**config.mk**
```make
export PLATFORM = sky130hd
export DESIGN_NAME = id_ex_stage
export DESIGN_NICKNAME = d
export VERILOG_FILES = /design/src/rtl/id_ex_stage_pkg.sv /design/src/rtl/id_ex_stage_imm_gen.sv /design/src/rtl/id_ex_stage.sv
export SDC_FILE = /design/constraint.sdc
export NUM_CORES = 1
export LEC_CHECK = 0
export BUFFER_PORTS_ARGS = -buffer_cell sky130_fd_sc_hd__buf_2
export CAP_MARGIN = 10
export CORE_AREA = 3 3 131 133
export DETAILED_ROUTE_END_ITERATION = 10
export DIE_AREA = 0 0 134 136
export GPL_TIMING_DRIVEN = 0
export PLACE_DENSITY = 0.77
export SYNTH_ARGS = -nofsm -noshare
export SYNTH_HDL_FRONTEND = slang
export SYNTH_SLANG_ARGS = --single-unit
```
**constraint.sdc**
```tcl
create_clock -name clk -period 5.56 [get_ports clk]
set_input_delay 0.834 -clock clk [delete_from_list [all_inputs] [get_ports clk]]
set_output_delay 0.834 -clock clk [all_outputs]
set_load 0.005 [all_outputs]
```
**src/rtl/id_ex_stage_pkg.sv**
```systemverilog
// Shared RV32I decode constants for the ID/EX stage: sizes, field positions and opcodes.
// The optional writeback bypass in id_ex_stage is enabled with RV_WB_BYPASS_EN.
package id_ex_stage_pkg;

  localparam int INSTRUCTION_SIZE = 32;
  localparam int REG_COUNT        = 32;

  localparam int OPCODE_LSB   = 0;
  localparam int RD_LSB       = 7;
  localparam int FUNCT3_LSB   = 12;
  localparam int RS1_LSB      = 15;
  localparam int RS2_LSB      = 20;
  localparam int FUNCT7B5_BIT = 30;
  localparam int SIGN_BIT     = 31;

  typedef enum logic [6:0] {
    OP_LUI    = 7'b0110111,
    OP_AUIPC  = 7'b0010111,
    OP_JAL    = 7'b1101111,
    OP_JALR   = 7'b1100111,
    OP_BRANCH = 7'b1100011,
    OP_LOAD   = 7'b0000011,
    OP_STORE  = 7'b0100011,
    OP_OPIMM  = 7'b0010011,
    OP_OP     = 7'b0110011
  } opcode_e;

endpackage

```
**src/rtl/id_ex_stage_imm_gen.sv**
```systemverilog
// Combinational immediate generator: I/S/B/U/J formats, sign-extended from bit 31.
module imm_gen
  import id_ex_stage_pkg::*;
(
  input  logic [INSTRUCTION_SIZE-1:0] instr,
  output logic [INSTRUCTION_SIZE-1:0] imm
);

  opcode_e opcode;
  logic    sign;

  assign opcode = opcode_e'(instr[OPCODE_LSB +: 7]);
  assign sign   = instr[SIGN_BIT];

  always_comb begin
    imm = '0;
    case (opcode)
      OP_OPIMM, OP_LOAD, OP_JALR:
        imm = {{20{sign}}, instr[31:20]};
      OP_STORE:
        imm = {{20{sign}}, instr[31:25], instr[11:7]};
      OP_BRANCH:
        imm = {{19{sign}}, sign, instr[7], instr[30:25], instr[11:8], 1'b0};
      OP_LUI, OP_AUIPC:
        imm = {instr[31:12], 12'b0};
      OP_JAL:
        imm = {{11{sign}}, sign, instr[19:12], instr[20], instr[30:21], 1'b0};
      default:
        imm = '0;
    endcase
  end

endmodule

```
**src/rtl/id_ex_stage.sv**
```systemverilog
// RV32I decode / operand-issue stage with ID/EX pipeline register and load-use stall.
// Define RV_WB_BYPASS_EN to forward writeback data instead of stalling on a same-cycle RF write.
module id_ex_stage
  import id_ex_stage_pkg::*;
#(
  parameter int XLEN   = INSTRUCTION_SIZE,
  parameter int REG_AW = $clog2(REG_COUNT)
) (
  input  logic              clk,
  input  logic              rst,
  input  logic              id_valid,
  input  logic [31:0]       id_instr,
  input  logic [XLEN-1:0]   id_pc,
  input  logic              flush,
  output logic [REG_AW-1:0] rf_rs1,
  output logic [REG_AW-1:0] rf_rs2,
  input  logic [XLEN-1:0]   rf_rdata1,
  input  logic [XLEN-1:0]   rf_rdata2,
  input  logic              wb_regwrite,
  input  logic [REG_AW-1:0] wb_rd,
  input  logic [XLEN-1:0]   wb_data,
  output logic              stall_if,
  output logic              ex_valid,
  output logic [XLEN-1:0]   ex_pc,
  output logic [XLEN-1:0]   ex_op1,
  output logic [XLEN-1:0]   ex_op2,
  output logic [XLEN-1:0]   ex_imm,
  output logic [REG_AW-1:0] ex_rd,
  output logic [REG_AW-1:0] ex_rs1,
  output logic [REG_AW-1:0] ex_rs2,
  output logic [6:0]        ex_opcode,
  output logic [2:0]        ex_funct3,
  output logic              ex_funct7b5,
  output logic              ex_memread,
  output logic              ex_memwrite,
  output logic              ex_regwrite,
  output logic              ex_illegal
);

  opcode_e           opcode;
  logic [REG_AW-1:0] rs1, rs2, rd;
  logic [XLEN-1:0]   imm, op1, op2;
  logic              rs1_used, rs2_used, writes_rd, is_load, is_store, illegal;
  logic              hz_load, hz;

  assign opcode = opcode_e'(id_instr[OPCODE_LSB +: 7]);
  assign rs1    = id_instr[RS1_LSB +: REG_AW];
  assign rs2    = id_instr[RS2_LSB +: REG_AW];
  assign rd     = id_instr[RD_LSB +: REG_AW];
  assign rf_rs1 = rs1;
  assign rf_rs2 = rs2;

  imm_gen u_imm_gen (
    .instr (id_instr),
    .imm   (imm)
  );

  always_comb begin
    rs1_used  = 1'b1;
    rs2_used  = 1'b0;
    writes_rd = 1'b0;
    is_load   = 1'b0;
    is_store  = 1'b0;
    illegal   = 1'b0;
    case (opcode)
      OP_LUI, OP_AUIPC, OP_JAL: begin
        rs1_used  = 1'b0;
        writes_rd = 1'b1;
      end
      OP_JALR, OP_OPIMM: writes_rd = 1'b1;
      OP_LOAD: begin
        writes_rd = 1'b1;
        is_load   = 1'b1;
      end
      OP_STORE: begin
        rs2_used = 1'b1;
        is_store = 1'b1;
      end
      OP_BRANCH: rs2_used = 1'b1;
      OP_OP: begin
        rs2_used  = 1'b1;
        writes_rd = 1'b1;
      end
      default: illegal = 1'b1;
    endcase
  end

  assign hz_load = ex_valid && ex_memread && (ex_rd != '0) && id_valid &&
                   ((rs1_used && ex_rd == rs1) || (rs2_used && ex_rd == rs2));

`ifdef RV_WB_BYPASS_EN
  logic byp1, byp2;
  assign byp1 = wb_regwrite && (wb_rd != '0) && (wb_rd == rs1);
  assign byp2 = wb_regwrite && (wb_rd != '0) && (wb_rd == rs2);
  assign op1  = (rs1 == '0) ? '0 : (byp1 ? wb_data : rf_rdata1);
  assign op2  = (rs2 == '0) ? '0 : (byp2 ? wb_data : rf_rdata2);
  assign hz   = hz_load;
`else
  // Without forwarding, wait one cycle for the register file write to land.
  logic hz_wb;
  logic unused_wb_data;
  assign hz_wb = wb_regwrite && (wb_rd != '0) && id_valid &&
                 ((rs1_used && wb_rd == rs1) || (rs2_used && wb_rd == rs2));
  assign hz    = hz_load || hz_wb;
  assign op1   = (rs1 == '0) ? '0 : rf_rdata1;
  assign op2   = (rs2 == '0) ? '0 : rf_rdata2;
  assign unused_wb_data = ^wb_data;
`endif

  assign stall_if = hz && !flush && !rst;

  // Reset, flush, hazard and empty ID all load the same all-zero bubble.
  always_ff @(posedge clk) begin
    if (rst || flush || hz || !id_valid) begin
      ex_valid    <= 1'b0;
      ex_pc       <= '0;
      ex_op1      <= '0;
      ex_op2      <= '0;
      ex_imm      <= '0;
      ex_rd       <= '0;
      ex_rs1      <= '0;
      ex_rs2      <= '0;
      ex_opcode   <= '0;
      ex_funct3   <= '0;
      ex_funct7b5 <= 1'b0;
      ex_memread  <= 1'b0;
      ex_memwrite <= 1'b0;
      ex_regwrite <= 1'b0;
      ex_illegal  <= 1'b0;
    end else begin
      ex_valid    <= 1'b1;
      ex_pc       <= id_pc;
      ex_op1      <= op1;
      ex_op2      <= op2;
      ex_imm      <= imm;
      ex_rd       <= rd;
      ex_rs1      <= rs1;
      ex_rs2      <= rs2;
      ex_opcode   <= id_instr[OPCODE_LSB +: 7];
      ex_funct3   <= id_instr[FUNCT3_LSB +: 3];
      ex_funct7b5 <= id_instr[FUNCT7B5_BIT];
      ex_memread  <= is_load;
      ex_memwrite <= is_store;
      ex_regwrite <= writes_rd && (rd != '0);
      ex_illegal  <= illegal;
    end
  end

endmodule

```
==> impl_metrics.py, run 1 <==
metrics = {
    "run_status": {
        "outcome": "finished, final reports clean",
    },
    "grt": {
        "grt_start_max_net_pins": 17,
        "grt.total_usage_pct": 20.1,
        "antenna_found_initial": 0,
        "grt_pass1_wl_um": 28300,
        "grt_pass1_vias": 5165,
        "grt-ovfl-total": 0,
    },
    "cts": {
        "cts-root-buf": "clkbuf_16",
        "cts_tree": "built",
        "clk_pin_slew_ns": 0.06,
        "hold_buffers": 0,
        "cts.sinks": 159,
        "cts_setup_buffers": 0,
        "htreeDepth": 4,
        "cts_buffers": 17,
        "cts_max_path_buffers": 2,
        "ctsResizeCount": 0,
        "insertion_delay_ns": 0.42,
    },
    "sta": {
        "fin_crit_ns": 3.93,
        "slew-limit-headroom_pct": 28.8,
        "holdWs_ns": 0.633,
        "fin_tns_setup_ns": 0,
        "hold_viol": 0,
        "worst_slack_ns": 1.63,
        "finalClockSkew_ns": 0.00722,
        "finalCritPeriodShare_pct": 70.7,
        "rsz0062_at_grt": "no",
        "drv_slew": 0,
        "clock.fmax_ghz": 0.255,
        "setup_viol": 0,
        "tightest_slew_ns": 1.05,
    },
    "routing": {
        "wirelength_um": 18900,
        "viasPerCell": 4.62,
        "drt_iter0_drc": 286,
        "ant_nets": 0,
        "dr.pass1.iters": 5,
        "wire_per_inst_um": 16.1,
        "drc": 0,
        "num_vias": 5433,
    },
    "synth": {
        "synth_top_family_by_area": "simple AND/OR/NAND/NOR gates",
        "synthFlopType": "dfxtp_1",
        "syn_area_sq_um": 6060,
        "synthArstFlopShare_pct": 0,
        "muxShareOfSynthArea_pct": 0,
        "ys_seq_area_share_pct": 52.6,
        "yosysTopAreaCell": "dfxtp_1",
        "yosys.area_share.simple_pct": 30.4,
        "synthAdderAreaFrac_pct": 0,
        "ys_seq_elements": 159,
        "postSynthNetCount": 794,
        "yosys-top-cells-area": "dfxtp_1, nor3_2, nand2_1",
        "synth_compound_area_share_pct": 4.63,
        "synth_edf_count": 0,
        "synthCells": 624,
        "synth_top_area_share_pct": 52.6,
        "synth.distinct_cells": 39,
        "syn_avg_cell_area_sq_um": 9.71,
        "synth-xor-area-share_pct": 2.89,
        "yosys_warnings": 0,
    },
    "place": {
        "placed_area_sq_um": 7840,
        "gp_congestion": 0.901,
        "place_hpwl_um": 14600,
        "place_ws_ns": 1.65,
        "port_buffers": 303,
    },
    "critical_path": {
        "cp.arrival_ns": 3.09,
        "worstSetupPathType": "in2out",
        "worstPathRequired_ns": 4.73,
        "startpoint_type": "primary input",
        "end_kind": "primary output",
        "crit_fanout": 10,
    },
    "die": {
        "core_sq_um": 15900,
        "die_area_sq_um": 18200,
        "initial_utilization_pct": 38.0,
        "io-pin-count": 340,
        "core.rowCount": 46,
        "die_h_um": 136,
        "die_x_um": 134,
    },
    "worst_hold_path": {
        "min_path_type": "in2reg",
    },
    "pwr": {
        "p_per_area_nw_per_um2": 297,
        "power_mw": 2.50,
        "irDropWorstVdd_mv": 0.197,
        "p_leak_nw": 4.22,
    },
    "run": {
        "cap_violations": 0,
    },
    "layout": {
        "area_delta_synth_final_pct": 38.8,
        "num-nets-final": 1116,
        "drive_above_1_share_pct": 48.1,
        "final_area_sq_um": 8400,
        "n_antenna_cell": 0,
    },
}
==> power breakdown <==
part	internal, mW	switching [mW]
sequential	1.16	0.00696
combinational	0.0968	0.121
clock	0.622	0.489
total	1.88	0.617
==> sequential cells by signal (all words and copies together), names as in the netlist, 5 cells and up <==
signal and flops:
ex_pc 32, ex_rs2 5, ex_opcode 7, ex_op2 32, ex_op1 32, ex_imm 32
ex_rs1 5, ex_rd 5
==> cells in the mapped netlist, types with 4 or more instances <==
cell,number
buf_4,10
buf_1,8
nor4_1,7
a22oi_1,4
buf_6,12
clkbuf_1,27
nor3_2,99
o21ai_0,4
xnor2_1,20
nand3_1,8
nor2_1,10
inv_1,60
nor3_1,60
a21oi_1,24
dfxtp_1,159
nand2_1,82
==> cell families after synthesis <==
group	after synthesis
AO/OA/AOI/OAI	44
AND/OR/NAND/NOR	282
flip-flops	159
XOR/XNOR	20
buffers and inverters	119
==> worst max-delay path, stage by stage <==
cell	delay (ns)
buf_2	0.16
or3b_1	0.40
a211oi_4	0.51
nor4_1	0.13
or3_1	0.37
buf_2	0.19
buf_6	0.16
o21ba_2	0.19
buf_2	0.13
==> area by class of cell <==
class / count / area, sq um
clock inverter: 14 / 131
sequential: 159 / 3180
buffer: 59 / 352
tap: 216 / 270
clock buffer: 18 / 429
multi-input combinational: 346 / 2300
timing repair buffer: 303 / 1520
fill: 1516 / 7540
inverter: 60 / 225
==> layer usage <==
layer,track usage (%),wire length [um],vias up
met5,0,0,-
met4,8.00,488,0
met3,5.14,1310,33
met2,32.8,9230,235
met1,25.5,7890,2472
li1,-,-,2693
==> worst paths after layout <==
check                    end  slack (ns)  cells past startpoint     startpoint
setup / recovery    stall_if        1.63                      9    id_instr[4]
hold reg to reg   ex_imm[31]        0.91                      3       ex_valid
hold / removal    ex_op1[26]        0.63                      3  rf_rdata1[26]
setup reg to reg   ex_op1[8]        2.29                      7       ex_rd[2]
==> stage by stage <==
step	utilization [%]	cells
after floorplan	-	624
after CTS	52.7	1175
after detailed placement	49.2	1143
after global placement	49.2	1143
after global routing	52.7	1175
final	52.7	1175
==> layout by cell type (no fill, tap or decap), types with 6 or more instances in the layout <==
master,synthesis,final
nor4_1,7,7
nor3_1,60,60
buf_2,2,305
a21oi_1,24,24
clkbuf_16,0,17
dfxtp_1,159,159
buf_1,8,8
nor3_2,99,99
xnor2_1,20,20
nand3_1,8,8
nand2_1,82,82
clkbuf_1,27,28
buf_4,10,10
inv_1,60,60
clkinvlp_4,0,6
buf_6,12,12
nor2_1,10,10
(Power assumes the default switching activity.)
==> inputs of run 2 (changes only) <==
PLACE_DENSITY = 0.8   (was 0.77)
clock period = 3.5 ns   (was 5.56 ns; I/O delays follow)
==> run 2 against run 1 <==
  * Via count decreased by 0.20%
  * Sequential share of layout area fell by 0.35 points
  * Worst hold slack got worse by 0.31 ns
  * Largest cell class unchanged
  * Flip-flop and latch count unchanged
  * Critical path depth unchanged
  * Clock skew rose by 0.0094 ns
  * Combinational power rose by 60%
  * Wire length grew 2.1%
  * Sequential power grew 59%
  * Register-to-register slack lost 2.0 ns
  * Cell count unchanged
  * Global-route usage increased by 0.19 points
==> impl_metrics.py, run 2 (synthesis gave the netlist of run 1 again) <==
metrics = {
    "run_status": {
        "outcome": "finished, final reports clean",
    },
    "sta": {
        "worst_slack_ns": 0.195,
        "fin_tns_setup_ns": 0,
        "clock.fmax_ghz": 0.303,
        "tightest_slew_ns": 0.944,
        "rsz0062_at_grt": "no",
        "finalClockSkew_ns": 0.0166,
        "holdWs_ns": 0.322,
        "drv_slew": 0,
        "hold_viol": 0,
        "setup_viol": 0,
        "fin_crit_ns": 3.31,
        "slew-limit-headroom_pct": 36.2,
        "finalCritPeriodShare_pct": 94.4,
    },
    "die": {
        "io-pin-count": 340,
        "core.rowCount": 46,
        "core_sq_um": 15900,
        "initial_utilization_pct": 38.0,
        "die_area_sq_um": 18200,
        "die_x_um": 134,
        "die_h_um": 136,
    },
    "cts": {
        "cts_max_path_buffers": 2,
        "htreeDepth": 4,
        "cts_buffers": 17,
        "cts_tree": "built",
        "hold_buffers": 0,
        "clk_pin_slew_ns": 0.07,
        "ctsResizeCount": 0,
        "cts.sinks": 159,
        "cts_setup_buffers": 0,
        "insertion_delay_ns": 0.43,
        "cts-root-buf": "clkbuf_16",
    },
    "grt": {
        "grt_pass1_wl_um": 28400,
        "grt_start_max_net_pins": 17,
        "grt_pass1_vias": 5191,
        "grt.total_usage_pct": 20.3,
        "grt-ovfl-total": 0,
        "antenna_found_initial": 1,
    },
    "routing": {
        "top_layer_used": "met5",
        "dr_wl_met2_um": 9400,
        "ant_nets": 0,
        "drt-met1-wl_um": 8170,
        "num_vias": 5422,
        "dr.pass1.iters": 6,
        "wirelength_um": 19300,
        "viasPerCell": 4.61,
        "wire_per_inst_um": 16.4,
        "drc": 0,
        "wl_met3_um": 1190,
        "drt_iter0_drc": 226,
    },
    "pwr": {
        "pwr-share-comb_pct": 8.3,
        "clockPowerShare_pct": 47.4,
        "intPower_mw": 3.24,
        "p_leak_nw": 4.26,
        "power_mw": 4.20,
        "p_switching_mw": 0.960,
        "seqPwrFrac_pct": 44.3,
        "p_per_area_nw_per_um2": 495,
        "swShare_pct": 22.9,
        "irDropWorstVdd_mv": 0.316,
    },
    "layout": {
        "drive_above_1_share_pct": 48.1,
        "final_cell_mix": "buf_2, dfxtp_1, nor3_2",
        "num-nets-final": 1116,
        "multi_input_area_sq_um": 2300,
        "fillers": 1470,
        "seq_area_sq_um": 3180,
        "final_area_sq_um": 8480,
        "n_antenna_cell": 0,
        "fin_cells": 1175,
        "post-route-util_pct": 53.2,
        "final_common_cell": "buf_2",
        "area_delta_synth_final_pct": 40.0,
    },
    "critical_path": {
        "crit_fanout": 10,
        "cp.arrival_ns": 2.78,
        "r2r_start": "ex_rd[2]",
        "rr_worst_depth": 7,
        "r2r_end": "ex_op2[20]",
        "startpoint_type": "primary input",
        "end_kind": "primary output",
        "setup.worst_path.end": "stall_if",
        "r2r_setup_slack_ns": 0.26,
        "worstPathRequired_ns": 2.97,
        "startpoint": "id_instr[4]",
        "worstSetupPathType": "in2out",
    },
    "place": {
        "dp.cells": 1143,
        "place_ws_ns": -0.0656,
        "placed_area_sq_um": 7840,
        "place_hpwl_um": 15100,
        "port_buffers": 303,
        "gp_congestion": 0.879,
    },
    "worst_hold_path": {
        "hold_depth": 3,
        "min_path_type": "in2reg",
    },
    "run": {
        "cap_violations": 0,
    },
}
## run 2: worst min path at each step
| stage | startpoint | end |
|---|---|---|
| floorplan | id_instr[25] | ex_imm[5] |
| global placement | rf_rdata1[12] | ex_op1[12] |
| detailed placement | rf_rdata1[30] | ex_op1[30] |
| CTS | rf_rdata1[20] | ex_op1[20] |
| global route | rf_rdata1[20] | ex_op1[20] |
| finish | id_instr[25] | ex_imm[5] |
## run 2: worst max-delay path, stage by stage
cell and delay (ns):
buf_2 0.16, or3b_1 0.41, a211oi_4 0.52, nor4_1 0.13
or3_1 0.37, buf_2 0.19, buf_6 0.16, o21ba_2 0.19
buf_2 0.13
## run 2: power by group through the flow
stage | Combinational [mW] | Clock (mW) | Sequential, mW
CTS | 0.351 | 2.03 | 1.86
detailed placement | 0.349 | 0 | 1.90
floorplan | 0.164 | 0 | 1.91
global route | 0.384 | 2.10 | 1.86
global placement | 0.341 | 0 | 1.90
finish | 0.348 | 1.99 | 1.86
## run 2: cell type report
cell class	count	share of cell area [%]
Clock inverter	12	2.14
Sequential cell	159	37.5
Clock buffer	20	5.38
Buffer	59	4.15
Tap cell	216	3.19
Timing Repair Buffer	303	17.9
Inverter	60	2.66
Multi-Input combinational cell	346	27.1
## run 2: metal layers
metal,global-route usage [%],up-vias
li1,-,2692
met1,25.5,2476
met2,33.4,216
met3,4.55,36
met4,9.31,2
met5,0,-
